--- config.mk ---
export PLATFORM = sky130hd
export DESIGN_NAME = gate_truth_table_driver
export DESIGN_NICKNAME = d
export VERILOG_FILES = /design/src/rtl/gate_lab_pkg.sv /design/src/rtl/gate_ref_model.sv /design/src/rtl/gate_truth_table_driver.sv
export SDC_FILE = /design/constraint.sdc
export NUM_CORES = 1
export LEC_CHECK = 0
export CAP_MARGIN = 10
export CORE_UTILIZATION = 45
export CTS_BUF_LIST = sky130_fd_sc_hd__clkbuf_4
export CTS_CLUSTER_SIZE = 40
export DETAILED_ROUTE_END_ITERATION = 6
export PLACE_DENSITY = 0.71
export SETUP_SLACK_MARGIN = 0.05
export SLEW_MARGIN = 10
export SYNTH_ARGS = -nofsm -noshare
export SYNTH_HDL_FRONTEND = slang
export SYNTH_SLANG_ARGS = --single-unit
--- constraint.sdc ---
create_clock -name clk -period 4.1 [get_ports clk]
set_clock_uncertainty 0.15 [all_clocks]
set_input_delay 0.615 -clock clk [delete_from_list [all_inputs] [get_ports clk]]
set_output_delay 0.615 -clock clk [all_outputs]
set_load 0.02 [all_outputs]
--- src/rtl/gate_lab_pkg.sv ---
// Shared definitions for the 2-input gate lab: op codes, FSM encoding, result
// record and the reference truth function used by the checker.
package gate_lab_pkg;

  localparam logic [2:0] OP_OR   = 3'd0;
  localparam logic [2:0] OP_AND  = 3'd1;
  localparam logic [2:0] OP_XOR  = 3'd2;
  localparam logic [2:0] OP_NOR  = 3'd3;
  localparam logic [2:0] OP_NAND = 3'd4;
  localparam logic [2:0] OP_XNOR = 3'd5;

  typedef enum logic [1:0] {
    S_IDLE  = 2'd0,
    S_DRIVE = 2'd1,
    S_DONE  = 2'd2
  } state_t;

  typedef struct packed {
    logic       pass;
    logic [2:0] err_count;
    logic [3:0] fail_vec;
  } result_t;

  function automatic logic gate_ref(input logic [2:0] op, input logic a, input logic b);
    case (op)
      OP_OR:   return a | b;
      OP_AND:  return a & b;
      OP_XOR:  return a ^ b;
      OP_NOR:  return ~(a | b);
      OP_NAND: return ~(a & b);
      OP_XNOR: return ~(a ^ b);
      default: return 1'b0;
    endcase
  endfunction

  function automatic logic op_reserved(input logic [2:0] op);
    return op > OP_XNOR;
  endfunction

endpackage

--- src/rtl/gate_ref_model.sv ---
// Combinational reference for the selected gate op; returns the value c should
// take for inputs a/b.
module gate_ref_model
  import gate_lab_pkg::*;
(
  input  logic [2:0] i_op,
  input  logic       i_a,
  input  logic       i_b,
  output logic       o_exp
);

  assign o_exp = gate_ref(i_op, i_a, i_b);

endmodule

--- src/rtl/gate_truth_table_driver.sv ---
// Sweeps {a,b} through 00,01,10,11 into a gate under test, holding each vector
// DWELL cycles, and checks c on the last dwell cycle against the selected op.
module gate_truth_table_driver
  import gate_lab_pkg::*;
#(
  parameter int DWELL = 100,
  parameter int CNT_W = 16
) (
  input  logic       clk,
  input  logic       rst,
  input  logic       start,
  input  logic [2:0] op_sel,
  output logic       a,
  output logic       b,
  input  logic       c,
  output logic       busy,
  output logic       done,
  output logic       pass,
  output logic [2:0] err_count,
  output logic [3:0] fail_vec
);

  if (DWELL < 2 || DWELL > 65535 || (64'(1) << CNT_W) < 64'(DWELL)) begin : g_bad_param
    $error("gate_truth_table_driver: DWELL out of range or CNT_W too narrow");
  end

  localparam logic [CNT_W-1:0] CNT_LAST = CNT_W'(DWELL - 1);

  state_t           r_state;
  state_t           w_state_nxt;
  logic [2:0]       r_op;
  logic [1:0]       r_idx;
  logic [CNT_W-1:0] r_cnt;
  logic             r_a;
  logic             r_b;
  result_t          r_res;

  logic       w_accept;
  logic       w_rsvd;
  logic       w_cmp;
  logic       w_last;
  logic       w_exp;
  logic       w_mis;
  logic [2:0] w_err_nxt;

  // start is only honoured between sweeps; busy sweeps ignore it
  assign w_accept  = start && (r_state == S_IDLE || r_state == S_DONE);
  assign w_rsvd    = op_reserved(op_sel);
  assign w_cmp     = (r_state == S_DRIVE) && (r_cnt == CNT_LAST);
  assign w_last    = w_cmp && (r_idx == 2'd3);
  assign w_mis     = w_cmp && (c != w_exp);
  assign w_err_nxt = r_res.err_count + 3'(w_mis);

  gate_ref_model u_ref (
    .i_op  (r_op),
    .i_a   (r_a),
    .i_b   (r_b),
    .o_exp (w_exp)
  );

  always_ff @(posedge clk) begin
    if (rst) r_state <= S_IDLE;
    else     r_state <= w_state_nxt;
  end

  always_comb begin
    w_state_nxt = r_state;
    case (r_state)
      S_IDLE:  if (w_accept) w_state_nxt = w_rsvd ? S_DONE : S_DRIVE;
      S_DRIVE: if (w_last)   w_state_nxt = S_DONE;
      S_DONE:  w_state_nxt = w_accept ? (w_rsvd ? S_DONE : S_DRIVE) : S_IDLE;
      default: w_state_nxt = S_IDLE;
    endcase
  end

  always_comb begin
    busy = (r_state == S_DRIVE);
    done = (r_state == S_DONE);
  end

  always_ff @(posedge clk) begin
    if (rst) begin
      r_op  <= '0;
      r_idx <= '0;
      r_cnt <= '0;
      r_a   <= 1'b0;
      r_b   <= 1'b0;
      r_res <= '0;
    end else if (w_accept) begin
      r_op  <= op_sel;
      r_idx <= '0;
      r_cnt <= '0;
      r_a   <= 1'b0;
      r_b   <= 1'b0;
      // a reserved op is reported as every vector failing, without driving the gate
      r_res <= w_rsvd ? '{pass: 1'b0, err_count: 3'd4, fail_vec: 4'hF} : '0;
    end else if (r_state == S_DRIVE) begin
      if (w_mis) begin
        r_res.fail_vec[r_idx] <= 1'b1;
        r_res.err_count       <= w_err_nxt;
      end
      if (w_last) begin
        r_res.pass <= (w_err_nxt == 3'd0);
        r_a        <= 1'b0;
        r_b        <= 1'b0;
      end else if (w_cmp) begin
        r_idx      <= r_idx + 2'd1;
        r_cnt      <= '0;
        {r_a, r_b} <= r_idx + 2'd1;
      end else begin
        r_cnt <= r_cnt + CNT_W'(1);
      end
    end
  end

  assign a         = r_a;
  assign b         = r_b;
  assign pass      = r_res.pass;
  assign err_count = r_res.err_count;
  assign fail_vec  = r_res.fail_vec;

endmodule

# == After elaboration in Yosys (flattened, before gate mapping) ==
# Index checks and enable logic that the tools add are counted.
# totals
n_memories,0
input_bits,7
ff_bits,33
rom_bits,0
latch_bits,0
ramBits,0
# classes
n_lt_le_gt_ge,3
n_bitwise,8
n_div,0
multipliers,0
n_shift,0
eq_ne,12
add_sub_neg,3
reduce_logical,20
n_mux,18
# op_table
op,n
$add A16 B1 Y16 const B,1
$eq A16 B7 Y1 const B,1
$mux W16,1
$mux W8,2
$mux W7,2
$reduce_and A2 Y1,5
$mux W2,4
$reduce_bool A2 Y1,4
$eq A3 B2 Y1 const B,2
$eq A3 B3 Y1 const B,2
$logic_not A3 Y1,2
$mux W1,6
$pmux W1 S6,1
$pmux W2 S3,1
$logic_and A1 B1 Y1,5
$eq A2 B2 Y1 const B,2
$not A1 Y1,4
$or A4 B4 Y4,1
$add A3 B1 Y3,1
$eq A3 B1 Y1 const B,1
$gt A3 B3 Y1 const B,1
$lt A2 B3 Y1 const B,1
$reduce_and A3 Y1,1
$add A2 B1 Y2 const B,1
other kinds (12),12

# == Depth between registers and ports, before layout ==
# logic_depth
ltp_word,10
depth_mapped,13
mapped_depth_nobuf,12

# == Cells and area by module ==
# A second synthesis with hierarchy kept.
# hier_totals
hier_cells,201
hier_area_um2,1700.4
# modules_own_cells
mod,area_per_inst_um2,instances,cells_each,seq_area_each_um2
gate_truth_table_driver,1615.3,1,190,660.6
gate_ref_model,85.1,1,11,0.0

# == Least setup slack after synthesis ==
# OpenSTA, ideal clock, no wires.
# synth_timing
path_type,flip-flop to flip-flop
from,"register r_a, in the netlist a"
to,"register, netlist name pass"
path_stages_with_launch,13
arrival_ns,2.804
path_slack_ns,1.076
required_ns,3.880
setup_time_ns,0.070
n_path_buf,1
path_cell_list,dfxtp_1 > inv_1 > ha_1 > mux2_2 > a32o_1 > o211ai_2 > or2_0 > buf_2 > inv_1 > ha_1 > ha_1 > or4_1 > a21oi_1
# synth_between
elab_chain_cells,10
# synth_lines
element,line_no,text
start: declaration,gate_truth_table_driver.sv:34,logic r_a;
start signal: assignment,gate_truth_table_driver.sv:109,"{r_a, r_b} <= r_idx + 2'd1;"
$xor A1 B1 Y1 (tied with other cells),"gate_lab_pkg.sv:28, gate_lab_pkg.sv:31",
"$not A1 Y1, on equally long branches","gate_lab_pkg.sv:31, gate_lab_pkg.sv:29, gate_lab_pkg.sv:30",
$pmux W1 S6 (*),gate_lab_pkg.sv:25,case (op)
$ne A1 B1 Y1 (*),gate_truth_table_driver.sv:51,assign w_mis = w_cmp && (c != w_exp);
$logic_and A1 B1 Y1 (*),gate_truth_table_driver.sv:51,
$add A3 B1 Y3 (*),gate_truth_table_driver.sv:52,assign w_err_nxt = r_res.err_count + 3'(w_mis);
$logic_not A3 Y1 (*),gate_truth_table_driver.sv:103,r_res.pass <= (w_err_nxt == 3'd0);
$mux W1 (*),gate_truth_table_driver.sv:102,if (w_last) begin
$mux W8 (*),gate_truth_table_driver.sv:97,end else if (r_state == S_DRIVE) begin
$mux W8 (*),gate_truth_table_driver.sv:89,end else if (w_accept) begin
# Mark *: on every way between the ends. The rest lies on a longest branch, timed or not. The select of a mux whose other input is x is not followed.
# A chain may end at the register's enable or synchronous reset.

# == Worst setup path after layout ==
# layout_timing
from,"register r_a, in the netlist a"
to,"register, netlist name pass"
# layout_between
elab_chain_cells,10
# layout_lines
element,line_no
$xor A1 B1 Y1 (tied with other cells),"gate_lab_pkg.sv:28, gate_lab_pkg.sv:31"
"$not A1 Y1, on equally long branches","gate_lab_pkg.sv:31, gate_lab_pkg.sv:29, gate_lab_pkg.sv:30"
$pmux W1 S6 (*),gate_lab_pkg.sv:25
$ne A1 B1 Y1 (*),gate_truth_table_driver.sv:51
$logic_and A1 B1 Y1 (*),gate_truth_table_driver.sv:51
$add A3 B1 Y3 (*),gate_truth_table_driver.sv:52
$logic_not A3 Y1 (*),gate_truth_table_driver.sv:103
$mux W1 (*),gate_truth_table_driver.sv:102
$mux W8 (*),gate_truth_table_driver.sv:97
$mux W8 (*),gate_truth_table_driver.sv:89
# Marked as above.

==> results.py <==
metrics = {
    "global_routing": {
        "overflow": 0,
        "grt_pass1_wl_um": 5520,
        "grt_usage_pct": 20.1,
        "grt_antenna_before_repair": 0,
        "grt_max_degree": 14,
        "grt_pass1_vias": 1321,
    },
    "pwr": {
        "peakVddDrop_uv": 146,
        "intPower_uw": 429,
        "clock_power_share_pct": 31.3,
        "p_leak_nw": 0.712,
        "p_sw_share_pct": 26.0,
        "combPwrFrac_pct": 10.8,
        "p_sw_uw": 150,
        "p_seq_share_pct": 57.9,
        "p_per_area_nw_per_um2": 306,
        "finalPower_uw": 579,
    },
    "detailed_routing": {
        "wl_um": 3330,
        "wl_per_cell_um": 13.3,
        "vias": 1352,
        "viasPerCell": 5.39,
        "ant_nets": 0,
        "dr.pass1.iters": 4,
        "drt_iter0_drc": 44,
        "drc": 0,
    },
    "yosys": {
        "synth.distinct_cells": 42,
        "ys_ff_latch": 33,
        "async_reset_ff_share_pct": 0,
        "synth_area_per_cell_um2": 8.77,
        "ys_warn_count": 0,
        "syn_nets": 201,
        "syn-cell-area_um2": 1620,
        "synth_top_area_share_pct": 40.7,
        "syn_inst": 185,
        "yosys-top-cells-area": "dfxtp_1, ha_1, xor2_1",
        "ys_seq_area_share_pct": 40.7,
        "yosys.area.top_type": "dfxtp_1",
        "synth.top_cells.by_count": "dfxtp_1, nor2_1, nand2_1",
        "synth_flop_cell": "dfxtp_1",
        "synth_edf_count": 0,
        "synth_most_common_cell": "dfxtp_1",
    },
    "hold_path": {
        "min_path_type": "register to register",
    },
    "clock_tree": {
        "cts_buffers": 5,
        "htree_num_levels": 2,
        "hold_buffers": 0,
        "post-cts-setup-buffers": 0,
        "clk_latency_ns": 0.34,
        "ctsResizeCount": 0,
        "clk_pin_slew_ns": 0.10,
        "tritoncts": "built",
        "cts_root_buf": "clkbuf_4",
        "cts_sinks": 33,
        "cts.path.max_buffers": 2,
    },
    "placed_design": {
        "place_inst": 243,
        "place_congestion": 0.737,
        "port_buffers": 18,
        "dp_hpwl_um": 2500,
    },
    "timing": {
        "tightest_slew_ns": 0.855,
        "timing.hold.ws_ns": 0.325,
        "finalCritPeriodShare_pct": 79.6,
        "setup_viol": 0,
        "hold_violations": 0,
        "rsz0062_at_grt": "false",
        "slew_headroom_pct": 42.6,
        "fmax_ghz": 0.306,
        "slew_violations": 0,
        "min_period_ns": 3.26,
        "setup_tns_ns": 0,
    },
    "floorplanning": {
        "die_area_um2": 3850,
        "die_h_um": 62.1,
        "die_w_um": 62.1,
        "initial_utilization_pct": 47.9,
        "rows": 21,
        "core_area_um2": 3390,
        "ios": 19,
    },
    "finish": {
        "fin_cells": 251,
        "nets": 220,
        "fill_cells": 315,
        "diodes": 0,
        "final_layout_size_suffix_gt1_share_pct": 8.29,
        "syn_to_final_growth_pct": 16.6,
    },
    "critical_path": {
        "crit_fanout": 7,
        "worstSetupEndpointType": "register",
        "critPathArrivalTime_ns": 3.39,
        "crit_required_ns": 4.23,
        "path_class": "register to register",
        "start_kind": "register",
    },
    "flow_run": {
        "max_cap_violations": 0,
    },
    "run_status": {
        "status": "completed",
    },
}
-- metal layers --
metal | up-vias | share of wire [%] | routed length, um | global-route usage (%)
li1 | 684 | - | - | -
met1 | 630 | 42 | 1410 | 21.2
met2 | 31 | 52 | 1730 | 35.7
met4 | 0 | 2.1 | 70 | 11.4
met3 | 7 | 3.4 | 113 | 5.59
met5 | - | 0 | 0 | 0
-- kinds of logic (layout without fill, tap and decap cells) --
family	after synthesis	in the layout	share of synthesized area, %
adder cells (fa/ha/maj)	9	9	6.94
multiplexers	5	5	3.16
AND/OR/NAND/NOR	76	76	25.0
flip-flops	33	33	40.7
AO/OA/AOI/OAI	35	35	13.6
buffers and inverters	14	34	3.55
XOR/XNOR	13	13	7.02
-- power by group through the flow --
stage / Clock [mW] / Sequential (mW) / Combinational (mW)
finish: 0.181 / 0.335 / 0.0627
global route: 0.204 / 0.337 / 0.0686
CTS: 0.187 / 0.335 / 0.0631
detailed placement: 0 / 0.343 / 0.0630
global placement: 0 / 0.342 / 0.0608
floorplan: 0 / 0.346 / 0.0339
-- per-stage QoR --
| step | setup slack [ns] | area (um^2) | util [%] |
|---|---|---|---|
| floorplan | 1.08 | 1620 | - |
| global placement | 0.860 | 1840 | 54.2 |
| detailed placement | 0.690 | 1840 | 54.2 |
| CTS | 0.864 | 1890 | 55.8 |
| global route | 0.712 | 1890 | 55.8 |
| finish | 0.836 | 1890 | 55.8 |
-- area by class of cell --
class	instances	area (um^2)	area share [%]
tap	46	57.6	3.04
sequential	33	661	34.9
multi-input combinational	138	905	47.8
clock buffer	6	45.0	2.38
timing repair buffer	19	188	9.92
inverter	7	26.3	1.39
clock inverter	2	10.0	0.529
-- critical path, stage by stage (launching register included) --
cell      delay [ns]
dfxtp_1         0.40
inv_1           0.07
ha_1            0.21
mux2_2          0.28
a32o_1          0.23
o211ai_2        0.27
or2_0           0.34
inv_1           0.08
ha_1            0.19
ha_1            0.28
or4_1           0.53
a21oi_1         0.15
-- state kept, by name (all words and copies together), names as in the netlist --
register   cells
r_cnt         16
fail_vec       4
err_count      3
r_op           3
r_idx          2
r_state        2
a              1
b              1
pass           1
-- cells in the final DEF (no fill, tap or decap), types with 3 or more instances in the layout --
| cell | instances |
|---|---|
| nor4_1 | 3 |
| dfxtp_1 | 33 |
| nand2_1 | 16 |
| nor2b_1 | 5 |
| clkdlybuf4s50_1 | 18 |
| o21ai_0 | 9 |
| ha_1 | 9 |
| clkbuf_4 | 6 |
| nand3_1 | 8 |
| nand2b_1 | 3 |
| xor2_1 | 12 |
| inv_1 | 7 |
| nor2_1 | 19 |
| o21ai_1 | 5 |
| a21oi_1 | 9 |
| mux2i_1 | 4 |
-- worst paths after layout --
kind                            start  endpoint  slack [ns]  cells past startpoint
worst max-delay path                a      pass        0.84                     11
worst min-delay path             pass      pass        0.32                      2
worst max register to register      a      pass        0.84                     11
worst min register to register   pass      pass        0.32                      2
No activity file was read; power rests on OpenSTA's default activity.
